## src/rtl/detector_jogada.sv

```systemverilog
// Debounced player-button detector: synchronizes the raw buttons, waits for a
// stable nonzero pattern, reports it once, then waits for a stable release.
module detector_jogada #(
  parameter int DEBOUNCE_CICLOS = 2
) (
  input  logic       clock,
  input  logic       reset,
  input  logic       habilita,
  input  logic [3:0] botoes,
  output logic [3:0] jogada,
  output logic       jogada_feita,
  output logic       multiplo,
  output logic [1:0] db_estado
);

  localparam int CW = $clog2(DEBOUNCE_CICLOS + 1);
  localparam logic [CW-1:0] LIMITE = CW'(DEBOUNCE_CICLOS);

  typedef enum logic [1:0] {
    OCIOSO        = 2'd0,
    CONTA         = 2'd1,
    REGISTRA      = 2'd2,
    ESPERA_SOLTAR = 2'd3
  } estado_t;

  estado_t       estado;
  estado_t       estado_prox;
  logic [3:0]    s_meta;
  logic [3:0]    s;
  logic [3:0]    candidato;
  logic [3:0]    candidato_prox;
  logic [CW-1:0] contador;
  logic [CW-1:0] contador_prox;
  logic [CW-1:0] contador_inc;
  logic          um_quente;

  // Two-flop synchronizer: nothing downstream ever sees the raw buttons.
  always_ff @(posedge clock or posedge reset) begin
    if (reset) begin
      s_meta <= 4'd0;
      s      <= 4'd0;
    end else begin
      s_meta <= botoes;
      s      <= s_meta;
    end
  end

  // State, candidate pattern, debounce counter and the reported play.
  always_ff @(posedge clock or posedge reset) begin
    if (reset) begin
      estado    <= OCIOSO;
      candidato <= 4'd0;
      contador  <= '0;
      jogada    <= 4'd0;
    end else begin
      estado    <= estado_prox;
      candidato <= candidato_prox;
      contador  <= contador_prox;
      if (estado == REGISTRA) begin
        jogada <= candidato;
      end
    end
  end

  assign contador_inc = contador + CW'(1);

  // Next-state logic: accept a stable press, report it once, then require
  // a stable release before another press can be considered.
  always_comb begin
    estado_prox    = estado;
    candidato_prox = candidato;
    contador_prox  = contador;
    case (estado)
      OCIOSO: begin
        if (habilita && (s != 4'd0)) begin
          candidato_prox = s;
          contador_prox  = CW'(1);
          estado_prox    = (LIMITE == CW'(1)) ? REGISTRA : CONTA;
        end
      end
      CONTA: begin
        if (!habilita || (s != candidato)) begin
          estado_prox   = OCIOSO;
          contador_prox = '0;
        end else begin
          contador_prox = contador_inc;
          if (contador_inc == LIMITE) begin
            estado_prox = REGISTRA;
          end
        end
      end
      REGISTRA: begin
        estado_prox   = ESPERA_SOLTAR;
        contador_prox = '0;
      end
      ESPERA_SOLTAR: begin
        if (s != 4'd0) begin
          contador_prox = '0;
        end else if (contador_inc == LIMITE) begin
          estado_prox   = OCIOSO;
          contador_prox = '0;
        end else begin
          contador_prox = contador_inc;
        end
      end
      default: begin
        estado_prox   = OCIOSO;
        contador_prox = '0;
      end
    endcase
  end

  assign um_quente    = (candidato != 4'd0) && ((candidato & (candidato - 4'd1)) == 4'd0);
  assign jogada_feita = (estado == REGISTRA) && um_quente;
  assign multiplo     = (estado == REGISTRA) && !um_quente;
  assign db_estado    = estado;

endmodule
```

## config.mk

```make
export PLATFORM = sky130hd
export DESIGN_NAME = detector_jogada
export DESIGN_NICKNAME = d
export VERILOG_FILES = /design/src/rtl/detector_jogada.sv
export SDC_FILE = /design/constraint.sdc
export NUM_CORES = 1
export LEC_CHECK = 0
export ABC_AREA = 1
export BUFFER_PORTS_ARGS = -buffer_cell sky130_fd_sc_hd__buf_2
export CORE_UTILIZATION = 50
export DETAILED_ROUTE_END_ITERATION = 7
export PLACE_DENSITY = 0.7
export SKIP_LAST_GASP = 1
export SLEW_MARGIN = 10
export SYNTH_ARGS = -nofsm -noshare
export SYNTH_HDL_FRONTEND = slang
export SYNTH_SLANG_ARGS = --single-unit
```

## constraint.sdc

```tcl
create_clock -name clock -period 1.78 [get_ports clock]
set_input_delay 0.267 -clock clock [delete_from_list [all_inputs] [get_ports clock]]
set_output_delay 0.267 -clock clock [all_outputs]
set_load 0.05 [all_outputs]
```

# ---- Word-level counts from Yosys, hierarchy flattened
# Index checks and enable logic that the tools add are counted.
dict set report word_totals {
  in_bits 7
  out_inout_bits 8
  elab_cells 41
  reg_bits 20
}
dict set report classes {
  bitwise_logic 1
  reduce_logical 13
  add_sub_neg 2
  n_eq_ne 9
  n_mux 10
}
# operator n
set op_table {}
lappend op_table {{$mux 2} 8}
lappend op_table {{$pmux 2 s4} 2}
lappend op_table {{$reduce_bool 4->1} 2}
lappend op_table {{$eq 2x2->1 const B} 3}
lappend op_table {{$ne 2x2->1 const B} 3}
lappend op_table {{$and 4x4->4} 1}
lappend op_table {{$logic_and 1x1->1} 4}
lappend op_table {{$logic_not 4->1} 1}
lappend op_table {{$ne 4x4->1} 1}
lappend op_table {{$reduce_and 4->1} 1}
lappend op_table {{$sub 4x1->4 const B} 1}
lappend op_table {{$ne 3x3->1 const B} 1}
lappend op_table {{$add 2x1->2 const B} 1}
lappend op_table {{$eq 2x1->1 const B} 1}
lappend op_table {{$logic_not 1->1} 2}
lappend op_table {{$logic_not 2->1} 1}
lappend op_table {{$reduce_and 2->1} 1}
lappend op_table {{$logic_or 1x1->1} 1}

# ---- Logic depth before layout (Yosys ltp)
dict set report logic_depth {
  ltp_word 6
  mapped_depth 9
  ltp_nobuf 9
}

# ---- Worst setup path after synthesis
# Ideal clock, no wire load.
dict set report synth_timing {
  path_kind {register to output}
  startpoint {register estado[0] (netlist: db_estado[0])}
  endpoint {output multiplo}
  t_required_ns 1.513
  n_path_buf 0
  path_slack_ns -0.288
  arrival_ns 1.801
  path_stages_with_launch 4
  path_cell_list {dfrtp_1 > inv_1 > nand2_1 > a31oi_1}
}
dict set report synth_between {
  elab_chain_cells 2
}
# item line
set synth_lines {}
lappend synth_lines {{start: declaration} 26} ;# estado_t estado;
lappend synth_lines {{start signal: assignment} 56} ;# estado <= estado_prox;
lappend synth_lines {{$eq 2x2->1} 115} ;# assign multiplo = (estado == REGISTRA) && !um_quente;
lappend synth_lines {{$logic_and 1x1->1} 115}
lappend synth_lines {{end: declaration} 12} ;# output logic multiplo,
# No other way between the ends.

# ---- Worst setup path in the final report
dict set report layout_timing {
  startpoint {register candidato[1]}
  endpoint {output jogada_feita}
}
dict set report layout_between {
  elab_chain_cells 5
  elab_cells_between_ends 6
  classes_between {add/sub: 1; bitwise: 1; reduce/logical: 4}
}
# item line
set layout_lines {}
lappend layout_lines {{start: declaration} 30} ;# logic [3:0] candidato;
lappend layout_lines {{start signal: assignment} 57} ;# candidato <= candidato_prox;
lappend layout_lines {{$sub 4x1->4} 113} ;# assign um_quente = (candidato != 4'd0) && ((candidato & (candidato - 4'd1)) == 4'd0);
lappend layout_lines {{$and 4x4->4} 113}
lappend layout_lines {{$logic_not 4->1} 113}
lappend layout_lines {{$logic_and 1x1->1 *} 113}
lappend layout_lines {{$logic_and 1x1->1 *} 114} ;# assign jogada_feita = (estado == REGISTRA) && um_quente;
lappend layout_lines {{end: declaration} 11} ;# output logic jogada_feita,
# Mark *: on every way between the ends. The rest lies on a longest branch, timed or not.

==> impl_metrics.py <==
metrics = {
    "status": {
        "status": "finished clean",
    },
    "synthesis": {
        "yosysTopAreaCell": "dfrtp_1",
        "async_reset_ff_frac": 1.000,
        "ys.flop_type": "dfrtp_1",
        "yosysMostFrequentCell": "nand2_1",
        "synth_seq_cells": 20,
        "synthTopCellsByArea": "dfrtp_1 55%, nand2_1 11%, inv_1 6.2%",
        "syn_avg_cell_area_um2": 9.034,
        "syn_nets": 109,
        "synthDominantCellAreaShare": 0.5540,
        "ys_top_cells_by_count": "26 x nand2_1, 20 x dfrtp_1, 15 x inv_1, 8 x o21ai_0, 5 x nand3_1",
        "seq_area_frac_synth": 0.5540,
        "synth_area_um2": 903.4,
        "synth_edf_count": 0,
        "yosysWarnings": 0,
        "netlist-cell-type-count": 19,
        "synth_cells": 100,
    },
    "timing": {
        "fin_tns_setup_ns": 0,
        "period_needed_ns": 1.756,
        "worst_slew_pin_slew_ns": 0.7026,
        "final_max_slew_viol_count": 0,
        "whs_ns": 0.04404,
        "setup_viol": 0,
        "slew_headroom": 0.5311,
        "period_share": 0.9864,
        "hold_viol_final": 0,
        "rsz0062_at_grt": "yes",
        "skew_ns": 0.006834,
        "fmax_ghz": 0.5695,
    },
    "clocking": {
        "clkSinkCount": 20,
        "ctsHoldBuffers": 0,
        "cts_max_path_buffers": 2,
        "cts-htree-levels": 1,
        "cts_root_buf": "clkbuf_4",
        "clkTransAtPathRegs_ns": 0.11,
        "clk-insertion-delay-late_ns": 0.31,
        "cts_tree": "yes",
        "cts_buffers": 3,
    },
    "finish": {
        "area_growth_pct": 24.10,
        "final_util": 0.7033,
        "drive_gt1_frac": 0.3252,
        "nNetsFinal": 133,
        "antennaDiodeCount": 0,
    },
    "setup_path": {
        "reg2reg_setup_slack_ns": 0.45,
        "crit_family": "flip-flops",
        "crit_path_end_kind": "primary output",
        "cp.depth": 6,
        "cp_max_fo": 5,
        "crit_path_cell_trace": "inv_2, nand3_2, a21oi_2, nand3_1, nor2_2, buf_6",
        "cp-start-kind": "flop",
        "critical_path_class": "flop to primary output",
        "worstPathRequired_ns": 1.51,
        "max_stage_delay_ns": 0.43,
        "r2r_cells": 9,
        "timing.critical_path.buf_inv": 2,
        "arrival_ns": 1.49,
        "crit_slowest_cell": "dfrtp_1",
    },
    "power_and_ir_drop": {
        "peakVddDrop_mv": 0.8489,
        "leakagePower_nw": 0.5790,
        "p_per_area_mw_per_mm2": 1463,
    },
    "detailed_routing": {
        "ant_nets": 0,
        "remaining_drc_errors": 0,
        "num_vias": 727,
        "wl_per_cell_um": 10.99,
        "wirelength_mm": 1.615,
        "drtPass1Iterations": 4,
        "via_per_inst": 4.946,
        "initialDrtViolationCount": 8,
    },
    "floorplanning": {
        "die_area_mm2": 0.001981,
        "fp.coreArea_mm2": 0.001594,
        "initial_core_util": 0.5667,
        "die_y_um": 44.51,
        "rows": 14,
        "fp.dieW_um": 44.51,
        "ios": 15,
    },
    "place": {
        "gp_congestion": 0.7853,
        "io_buffers": 14,
        "hpwl_mm": 1.132,
    },
    "grt": {
        "grt_util_all_layers": 0.1853,
        "grt_pass1_vias": 649,
        "grt_pass1_wl_mm": 2.594,
        "grt.overflow.total": 0,
        "grt_max_degree": 21,
        "grt_antenna_before_repair": 0,
    },
    "job": {
        "drv_cap": 0,
    },
    "worst_hold_path": {
        "hp-class": "primary input to asynchronous set/reset pin",
    },
}
-- layout make-up --
class                           count  area (µm²)
Multi-Input combinational cell     65       364.1
Sequential cell                    20       501.7
Timing Repair Buffer               19       116.4
Fill cell                         132       473.0
Tap cell                           24       30.03
Clock buffer                        3       22.52
Inverter                           15       56.30
Clock inverter                      1       30.03
-- power by group --
part | switching [mW] | leakage [nW] | internal [mW]
registers | 0.0862 | 0.247 | 0.551
logic | 0.411 | 0.304 | 0.222
clock network | 0.142 | 0.0279 | 0.228
total | 0.640 | 0.579 | 1.00
-- final timing paths --
check                             startpoint      endpoint
worst min-delay path                   reset     s_meta[1]
min in group clock                 botoes[0]     s_meta[0]
worst max register to register  candidato[1]   contador[0]
worst max-delay path            candidato[1]  jogada_feita
max in group asynchronous              reset  db_estado[0]
worst min register to register     s_meta[0]          s[0]
-- metal layers --
| layer | share of wire | vias to the layer above | track usage | wire length (µm) |
|---|---|---|---|---|
| met1 | 0.46 | 335 | 0.2373 | 738 |
| met5 | 0 | - | 0 | 0 |
| li1 | - | 370 | - | - |
| met2 | 0.49 | 17 | 0.3000 | 788 |
| met4 | 0.019 | 0 | 0.09091 | 31 |
| met3 | 0.035 | 5 | 0.03673 | 56 |
-- sequential cells by signal (all words and copies together), names as in the netlist, named ones only --
signal / cells
s_meta: 4
jogada: 4
contador: 2
candidato: 4
db_estado: 1
s: 4
-- cell families (layout without fill, tap and decap cells) --
group	count (synthesis)	after routing	synth area share
compound gates	14	14	0.08588
xor+xnor	1	1	0.009697
fa+ha+maj	2	2	0.02770
buf+inv	15	38	0.06232
flops	20	20	0.5540
simple gates	48	48	0.2604
-- layout by cell type, fill, tap and decap left out --
cell type / count
nand2_2: 3
nand4_1: 4
xnor2_1: 1
dfrtp_2: 1
and2b_1: 1
nand3_1: 4
nand3_2: 2
buf_6: 1
a21oi_2: 2
inv_1: 12
inv_2: 3
buf_2: 12
buf_4: 6
nor2_2: 3
nor2_1: 3
nor2_4: 1
o211ai_1: 1
o21ai_0: 8
dfrtp_1: 19
a31oi_2: 1
ha_1: 2
nand4_2: 1
nand2_1: 26
a21oi_1: 2
clkbuf_4: 3
bufinv_16: 1
-- worst reg2reg max path, stage by stage, from the launching register on --
cell,delay (ns)
dfrtp_1,0.41
inv_2,0.08
buf_4,0.13
nand2_1,0.07
nand2_1,0.06
nor2_1,0.14
nand3_1,0.14
o21ai_0,0.10
nand2_1,0.07
nand3_1,0.07
-- timing repair --
item,CTS,global route
resized for setup,3,7
setup buffers,0,4
endpoints found under the hold margin,0,0
pin swaps,0,4
endpoints found under the setup margin,1,2
-- metrics by stage --
stage                     std cells  power, mW  area [µm²]  setup WS [ns]
after floorplan                 100      1.053       912.1       -0.03287
after global placement          139      1.155        1020         0.2699
after detailed placement        139      1.172        1020         0.2423
after CTS                       143      1.555        1082      0.0004572
after global routing            147      1.750        1121       -0.05043
final                           147      1.640        1121        0.02417
(Power assumes the default switching activity.)
